`config.mk`:
```
export PLATFORM = sky130hd
export DESIGN_NAME = link_arbiter_mc
export DESIGN_NICKNAME = d
export VERILOG_FILES = /design/src/rtl/link_arbiter_mc.sv
export SDC_FILE = /design/constraint.sdc
export NUM_CORES = 1
export LEC_CHECK = 0
export ABC_AREA = 1
export CORE_MARGIN = 3
export CORE_UTILIZATION = 45
export DETAILED_ROUTE_END_ITERATION = 6
export PLACE_DENSITY = 0.72
export SYNTH_ARGS = -nofsm -noshare
export SYNTH_HDL_FRONTEND = slang
export SYNTH_SLANG_ARGS = --single-unit
```
`constraint.sdc`:
```
create_clock -name clk -period 3.3 [get_ports clk]
set_input_delay 0.495 -clock clk [delete_from_list [all_inputs] [get_ports clk]]
set_output_delay 0.495 -clock clk [all_outputs]
set_load 0.03 [all_outputs]
```
`src/rtl/link_arbiter_mc.sv`:
```
// Multi-channel link arbiter: grants one shared 8-bit user bus to one of
// NUM_CH link channels at a time, with round-robin fairness, a per-grant
// burst limit, a timed per-channel flush after RX sessions, and a
// one-cycle release gap between grants.
module link_arbiter_mc #(
  parameter  int NUM_CH       = 4,
  parameter  int BURST_MAX    = 8,
  parameter  int FLUSH_CYCLES = 4,
  localparam int CH_W         = (NUM_CH > 1) ? $clog2(NUM_CH) : 1
) (
  input  logic              clk,
  input  logic              rst,
  input  logic [NUM_CH-1:0] rx_req,
  input  logic [NUM_CH-1:0] tx_req,
  input  logic [NUM_CH-1:0] tx_fifo_full,
  input  logic [NUM_CH-1:0] rx_fifo_empty,
  output logic [NUM_CH-1:0] rx_ack,
  output logic              occupied,
  output logic [CH_W-1:0]   grant_ch,
  output logic              tx_en,
  output logic              rx_rd_en,
  output logic              bus_dir,
  output logic [NUM_CH-1:0] flush
);

  // Shared beat / flush counter sized for the larger of the two limits.
  localparam int CNT_MAX = (BURST_MAX > FLUSH_CYCLES) ? BURST_MAX : FLUSH_CYCLES;
  localparam int CNT_W   = $clog2(CNT_MAX + 1);
  localparam bit BURST_ON = (BURST_MAX > 0);
  localparam logic [CNT_W-1:0] BURST_LAST = CNT_W'((BURST_MAX > 0) ? BURST_MAX - 1 : 0);
  localparam logic [CNT_W-1:0] FLUSH_LAST = CNT_W'(FLUSH_CYCLES - 1);

  // One extra bit so rr_ptr + k never overflows before the modulo fold.
  localparam int PW = CH_W + 1;
  localparam logic [PW-1:0]   NUM_CH_P = PW'(NUM_CH);
  localparam logic [CH_W-1:0] LAST_CH  = CH_W'(NUM_CH - 1);

  typedef enum logic [2:0] {
    IDLE,
    TX,
    RX,
    FLUSH,
    RELEASE
  } state_t;

  state_t              state_q, state_d;
  logic [CH_W-1:0]     grant_q, grant_d;
  logic [CH_W-1:0]     rr_ptr_q, rr_ptr_d;
  logic [CNT_W-1:0]    beat_cnt_q, beat_cnt_d;
  logic                occupied_q, occupied_d;
  logic                bus_dir_q, bus_dir_d;
  logic [NUM_CH-1:0]   rx_ack_q, rx_ack_d;
  logic [NUM_CH-1:0]   flush_q, flush_d;
  logic [NUM_CH-1:0]   grant_oh_d;

  logic [NUM_CH-1:0]   req;
  logic                win_found;
  logic [CH_W-1:0]     win_ch;
  logic [PW-1:0]       cand;

  logic                g_tx_req, g_rx_req, g_full, g_empty;

  assign req      = rx_req | tx_req;
  assign g_tx_req = tx_req[grant_q];
  assign g_rx_req = rx_req[grant_q];
  assign g_full   = tx_fifo_full[grant_q];
  assign g_empty  = rx_fifo_empty[grant_q];

  // Round-robin search: first requester after rr_ptr, folded back below NUM_CH.
  always_comb begin
    win_found = 1'b0;
    win_ch    = '0;
    cand      = '0;
    for (int k = 1; k <= NUM_CH; k++) begin
      cand = {1'b0, rr_ptr_q} + PW'(k);
      if (cand >= NUM_CH_P) begin
        cand = cand - NUM_CH_P;
      end
      if (!win_found && req[cand[CH_W-1:0]]) begin
        win_found = 1'b1;
        win_ch    = cand[CH_W-1:0];
      end
    end
  end

  // Next-state, counters, strobes and the registered Moore outputs' next values.
  always_comb begin
    state_d    = state_q;
    grant_d    = grant_q;
    rr_ptr_d   = rr_ptr_q;
    beat_cnt_d = beat_cnt_q;
    tx_en      = 1'b0;
    rx_rd_en   = 1'b0;

    case (state_q)
      IDLE: begin
        if (win_found) begin
          grant_d    = win_ch;
          rr_ptr_d   = win_ch;
          beat_cnt_d = '0;
          state_d    = rx_req[win_ch] ? RX : TX;
        end
      end
      TX: begin
        tx_en = g_tx_req & ~g_full;
        if (!g_tx_req) begin
          state_d = RELEASE;
        end else if (tx_en) begin
          if (BURST_ON && beat_cnt_q == BURST_LAST) begin
            state_d = RELEASE;
          end else begin
            beat_cnt_d = beat_cnt_q + 1'b1;
          end
        end
      end
      RX: begin
        rx_rd_en = g_rx_req & ~g_empty;
        // Dropping the request ends the session with a flush, even on the
        // same cycle the burst limit would have released it.
        if (!g_rx_req) begin
          state_d    = FLUSH;
          beat_cnt_d = '0;
        end else if (rx_rd_en) begin
          if (BURST_ON && beat_cnt_q == BURST_LAST) begin
            state_d = RELEASE;
          end else begin
            beat_cnt_d = beat_cnt_q + 1'b1;
          end
        end
      end
      FLUSH: begin
        if (beat_cnt_q == FLUSH_LAST) begin
          state_d    = RELEASE;
          beat_cnt_d = '0;
        end else begin
          beat_cnt_d = beat_cnt_q + 1'b1;
        end
      end
      RELEASE: begin
        state_d = IDLE;
      end
      default: begin
        state_d = IDLE;
      end
    endcase

    occupied_d = (state_d == TX) || (state_d == RX) || (state_d == FLUSH);
    // grant_ch reads 0 whenever the bus is not granted.
    if (!occupied_d) begin
      grant_d = '0;
    end
    grant_oh_d          = '0;
    grant_oh_d[grant_d] = 1'b1;
    bus_dir_d = (state_d == RX);
    rx_ack_d  = (state_d == RX)    ? grant_oh_d : '0;
    flush_d   = (state_d == FLUSH) ? grant_oh_d : '0;
  end

  // State and output registers; reset aborts any session with no flush.
  always_ff @(posedge clk or posedge rst) begin
    if (rst) begin
      state_q    <= IDLE;
      grant_q    <= '0;
      rr_ptr_q   <= LAST_CH;
      beat_cnt_q <= '0;
      occupied_q <= 1'b0;
      bus_dir_q  <= 1'b0;
      rx_ack_q   <= '0;
      flush_q    <= '0;
    end else begin
      state_q    <= state_d;
      grant_q    <= grant_d;
      rr_ptr_q   <= rr_ptr_d;
      beat_cnt_q <= beat_cnt_d;
      occupied_q <= occupied_d;
      bus_dir_q  <= bus_dir_d;
      rx_ack_q   <= rx_ack_d;
      flush_q    <= flush_d;
    end
  end

  assign occupied = occupied_q;
  assign grant_ch = grant_q;
  assign bus_dir  = bus_dir_q;
  assign rx_ack   = rx_ack_q;
  assign flush    = flush_q;

endmodule

```
[Word-level counts from Yosys, hierarchy flattened]
Index checks and enable logic that the tools add are counted.
Word-level totals
  flip-flop bits (word level): 21
  bits in latches: 0
  memory bits (writable): 0
  ROM bits: 0
  bits of input ports: 18
  output and inout port bits: 14
  logic and storage cells: 115
  memories: 0
Cells by class
  $add $sub $neg: 9
  multiply operators: 0
  div/mod/pow operators: 0
  $lt $le $gt $ge: 12
  equal/unequal tests: 12
  shifts and indexed selects: 0
  mux-type cells: 56
  bitwise operators: 5
  reductions and logical operators: 13
Operators with widths (number)
  $mux 4: 9
  $mux 2: 12
  $lt 2x3->1 const B: 7
  $mux 3: 7
  $bmux 1 s2: 9
  $mux 1: 16
  $pmux 4 s4: 1
  $eq 3x2->1 const B: 4
  $ge 3x3->1 const B: 4
  $pmux 3 s4: 1
  $sub 2x1->2 const B: 4
  $add 2x2->3 const B: 2
  $eq 3x1->1 const B: 2
  $ne 2x2->1 const B: 3
  $reduce_and 5->1: 1
  $add 4x1->4 const B: 1
  $eq 4x2->1 const B: 1
  $eq 4x3->1 const B: 1
  $logic_and 1x1->1: 4
  $or 4x4->4: 1
  $reduce_bool 4->1: 1
  $add 2x1->3 const B: 1
  $add 2x3->3 const B: 1
  $logic_not 1->1: 3
  8 further kinds: 11

[Longest topological paths before layout]
  depth after elaboration: 29
  gate-level depth with buffers: 20
  mapped depth without buffers: 19

[Least setup slack after synthesis]
No wires, ideal clock.
  path type: reg-to-output
  from: register grant_q[0] (netlist: grant_ch[0])
  to: output port tx_en
  arrival: 1586 ps
  required time: 2805 ps
  path slack: 1219 ps
  stages on the path, launching flop included: 6
  path buffers: 1
  cells stage by stage: dfrtp_1 > buf_2 > o21ai_0 > o22ai_1 > o211ai_1 > nor2_1
On the way
  longest elaborated chain between the ends: 5
  elaborated cells between the ends (all ways): 7
Ends and longest elaborated chain
  from (decl): line 47  | logic [CH_W-1:0] grant_q, grant_d;
  from (signal assigned): line 172  | grant_q <= grant_d;
  $bmux 1 s2: line 66  | assign g_full = tx_fifo_full[grant_q];
  $mux 1 (implied by the code): line 66
  $not 1->1: line 105  | tx_en = g_tx_req & ~g_full;
  $and 1x1->1 (*): line 105
  $mux 1 (*): line 95  | case (state_q)
  to (decl): line 20  | output logic tx_en,
Every way passes the cells marked *; elsewhere a longest branch is shown, timed or not. The select of a mux whose other input is x is not followed.

[Final worst setup path]
Ends and elaborated chain as after synthesis.

==> metrics <==
wire length of the first global-routing pass=~6000 µm; Root Driver=clkbuf_4; CTS tree=yes; Crit Path Category=flip-flop to output pin; setup slack of the most critical reg-to-reg path=between 1 and 1.5 ns; leading cell types in the layout, fill and taps excluded=nand2_1, clkdlybuf4s50_1, nor2_1, inv_1, dfrtp_1; Leakage Power=0.893 nW; clock skew after layout=0.00368 ns; Detailed Routing Iterations Pass 1=4; total number of nets in the final design=261; synthesized net count=227; proportion of synthesized chip area in sequential cells=roughly a third; count of H-tree levels built during CTS=1; clock-pin slew of the registers on the worst-case setup and hold paths=between 0.1 and 0.15 ns; Max transition margin=between 50% and 60%; number of DRC markers after the initial detailed-route iteration=71; Clk network pwr share=6.3%; Setup violations, final=0; number of enable-type register cells in the synthesized netlist=0; Ys Warns=0; Worst Hold End=beat_cnt_q[3]; critical path data required time=2.80 ns; Async S/R FF share, synth=100%; type of destination of the critical path=output pin; maximum buffer depth of the clock tree=2; remaining antenna violation count=0; CTS sink cnt=21; unique cell type count in the Yosys netlist=33; number of placed I/O pins=32; post-layout instance area=1900 µm²; pwr dens=about 1100 nW/µm²; maximum fanout along the worst path=10; antenna violations before repair=0; wire per inst=11.7 µm; average instance area after synthesis=7.33 µm²; crit path time final=roughly 2.7 ns; post-synthesis share of cell area spent on full adders, half adders and majority gates=0.821%; worst setup slack after placement=0.594 ns; power share of the combinational group=a little over two thirds; Fillers=317; count of vias placed by the detailed router=1,415; startpoint kind of the worst setup timing path=flip-flop; worst r2r path cells=13; hold-fix buffers at CTS=0; end of the worst register-to-register path=flush[3]; Post-route DRC=0; largest cells by area after synthesis=dfrtp_1, nand2_1, nand2_4, nand2_2, inv_1; slew at the pin closest to its max-slew limit=0.747 ns; worst min-delay path class=flip-flop to flip-flop; post-synthesis compound-gate area fraction=11.2%; fin crit share=between 80 and 90%; max-slew violation count=0; placeable core region=3150 µm²; worst hold start=beat_cnt_q[3]; layout-stage area growth over the synthesis result=24.9%; number of core rows=20; Vias per Instance=4.96; post-layout worst setup margin=0.579 ns; relative contribution of sequential cells to total power=23.4%; die span in x=64.2 µm; area fraction in and, or, nand and nor cells after synthesis=between 40% and 50%; Routability Congestion=approximately 0.84; Yosys top cell area share=31.2%; most common cell after layout, fill and taps aside=nand2_1; cell type contributing the most total cell area after synthesis=dfrtp_1; most used flip-flop cell after synthesis=dfrtp_1; vias in the first global route=roughly 1,300; number of failing hold endpoints at the final stage=0; count of buffers from port buffering=31; maximum number of pins on one net before global-route repair=22; Sw Share=54.3%; final WL=about 3300 µm; Num CTS Buffers=3; fraction of synthesized area in multiplexers=0%; DIE HEIGHT=64.2 µm; depth of the worst hold-timing path=2; initial core utilization=48.3%; global-route usage over all layers=between 10% and 20%; CTS-repair resized insts=0; area share of xor/xnor cells in the synthesized design=less than 1%; Die Footprint=4120 µm²; Synth Instances=208; flops & latches, synth=21; final HPWL from detailed placement=2680 µm; outcome=finished clean; maximum operating frequency=around 0.37 GHz; Peak VDD IR=0.690 mV; setup repair after global routing missed its margin=no; NetSw=about 0.0011 W; Total Negative Setup Slacks=0 ns; Max Cap Viol=0; CP Data Arrival Time=2.23 ns; grt ovf=0; largest family of logic cells by synthesized area=simple AND/OR/NAND/NOR gates; synthesized area=1520 µm²; final antenna diode count=0; layout cells sized above 1=19.5%; insertion delay of the later-clocked pin in the worst-skew pair=about 0.31 ns; Placed Area=around 1900 µm²; P_int=0.000913 W; startpoint of the worst register-to-register path=beat_cnt_q[0]; post-route worst hold slack=0.579 ns; post-CTS repair timing setup buffer count=0
## sequential cells by signal, summed over array words and instances, names as in the netlist
name	flops
beat_cnt_q	4
bus_dir	1
rx_ack	4
flush	4
occupied	1
rr_ptr_q	2
grant_ch	2
state_q	3
## cells in the mapped netlist (2+ instances only)
cell type / n
nand2_1: 45
inv_1: 23
nor2_1: 23
dfrtp_1: 19
nand2_2: 14
nand3_1: 14
a21oi_1: 9
o21ai_0: 9
nand2_4: 8
inv_2: 5
nand3_2: 5
nand4_1: 5
nor3_1: 4
o211ai_1: 3
dfstp_2: 2
inv_4: 2
o21ai_2: 2
## per-stage QoR
stage                     utilization, %  instances  total power, W
after floorplan                        -        208         0.00156
after global placement              59.4        281         0.00186
after detailed placement            59.4        281         0.00189
after CTS                           60.4        285         0.00202
after global routing                60.4        285         0.00222
final                               60.4        285         0.00200
## critical path, cell delays in order, from the launching register on
cell and delay [ns]:
dfrtp_1 0.54, inv_4 0.17, o21ai_0 0.09, o22ai_1 0.16
o211ai_1 0.17, nor2_1 0.12, clkdlybuf4s50_1 0.67
## power by group through the flow
stage               clock, W  sequential, W  combinational [W]
floorplan                  0       0.000535            0.00103
global placement           0       0.000473            0.00139
detailed placement         0       0.000473            0.00141
CTS                 0.000130       0.000469            0.00142
global route        0.000142       0.000483            0.00160
finish              0.000125       0.000469            0.00141
## kinds of logic (layout without fill, tap and decap cells)
kind of cell	count (synthesis)	in the layout
AND/OR/NAND/NOR	123	123
buffers and inverters	33	66
AO/OA/AOI/OAI	29	29
flip-flops	21	21
adder cells (fa/ha/maj)	1	1
XOR/XNOR	1	1
## worst max path at each step
| stage | start | endpoint | slack [ns] |
|---|---|---|---|
| after floorplan | grant_ch[0] | tx_en | 1.22 |
| after global placement | tx_req[2] | tx_en | 0.60 |
| after detailed placement | tx_req[2] | tx_en | 0.59 |
| after CTS | grant_ch[0] | tx_en | 0.56 |
| after global routing | grant_ch[0] | tx_en | 0.36 |
| final | grant_ch[0] | tx_en | 0.58 |
## layer usage
metal,vias to the layer above,global-route usage [%],wire length [µm]
met3,2,3.69,111
met2,31,29.2,1610
met5,-,0,0
met1,646,24.8,1620
li1,736,-,-
met4,0,3.17,1
## cell type report
type	count	area [µm²]	share of cell area (%)
clock buffer	3	22.5	1.18
timing repair buffer	31	310	16.3
inverter	31	129	6.77
clock inverter	1	7.51	0.394
multi-input combinational	154	851	44.7
sequential	21	528	27.7
tap	44	55.1	2.89
Power figures use the tool's default switching activity.
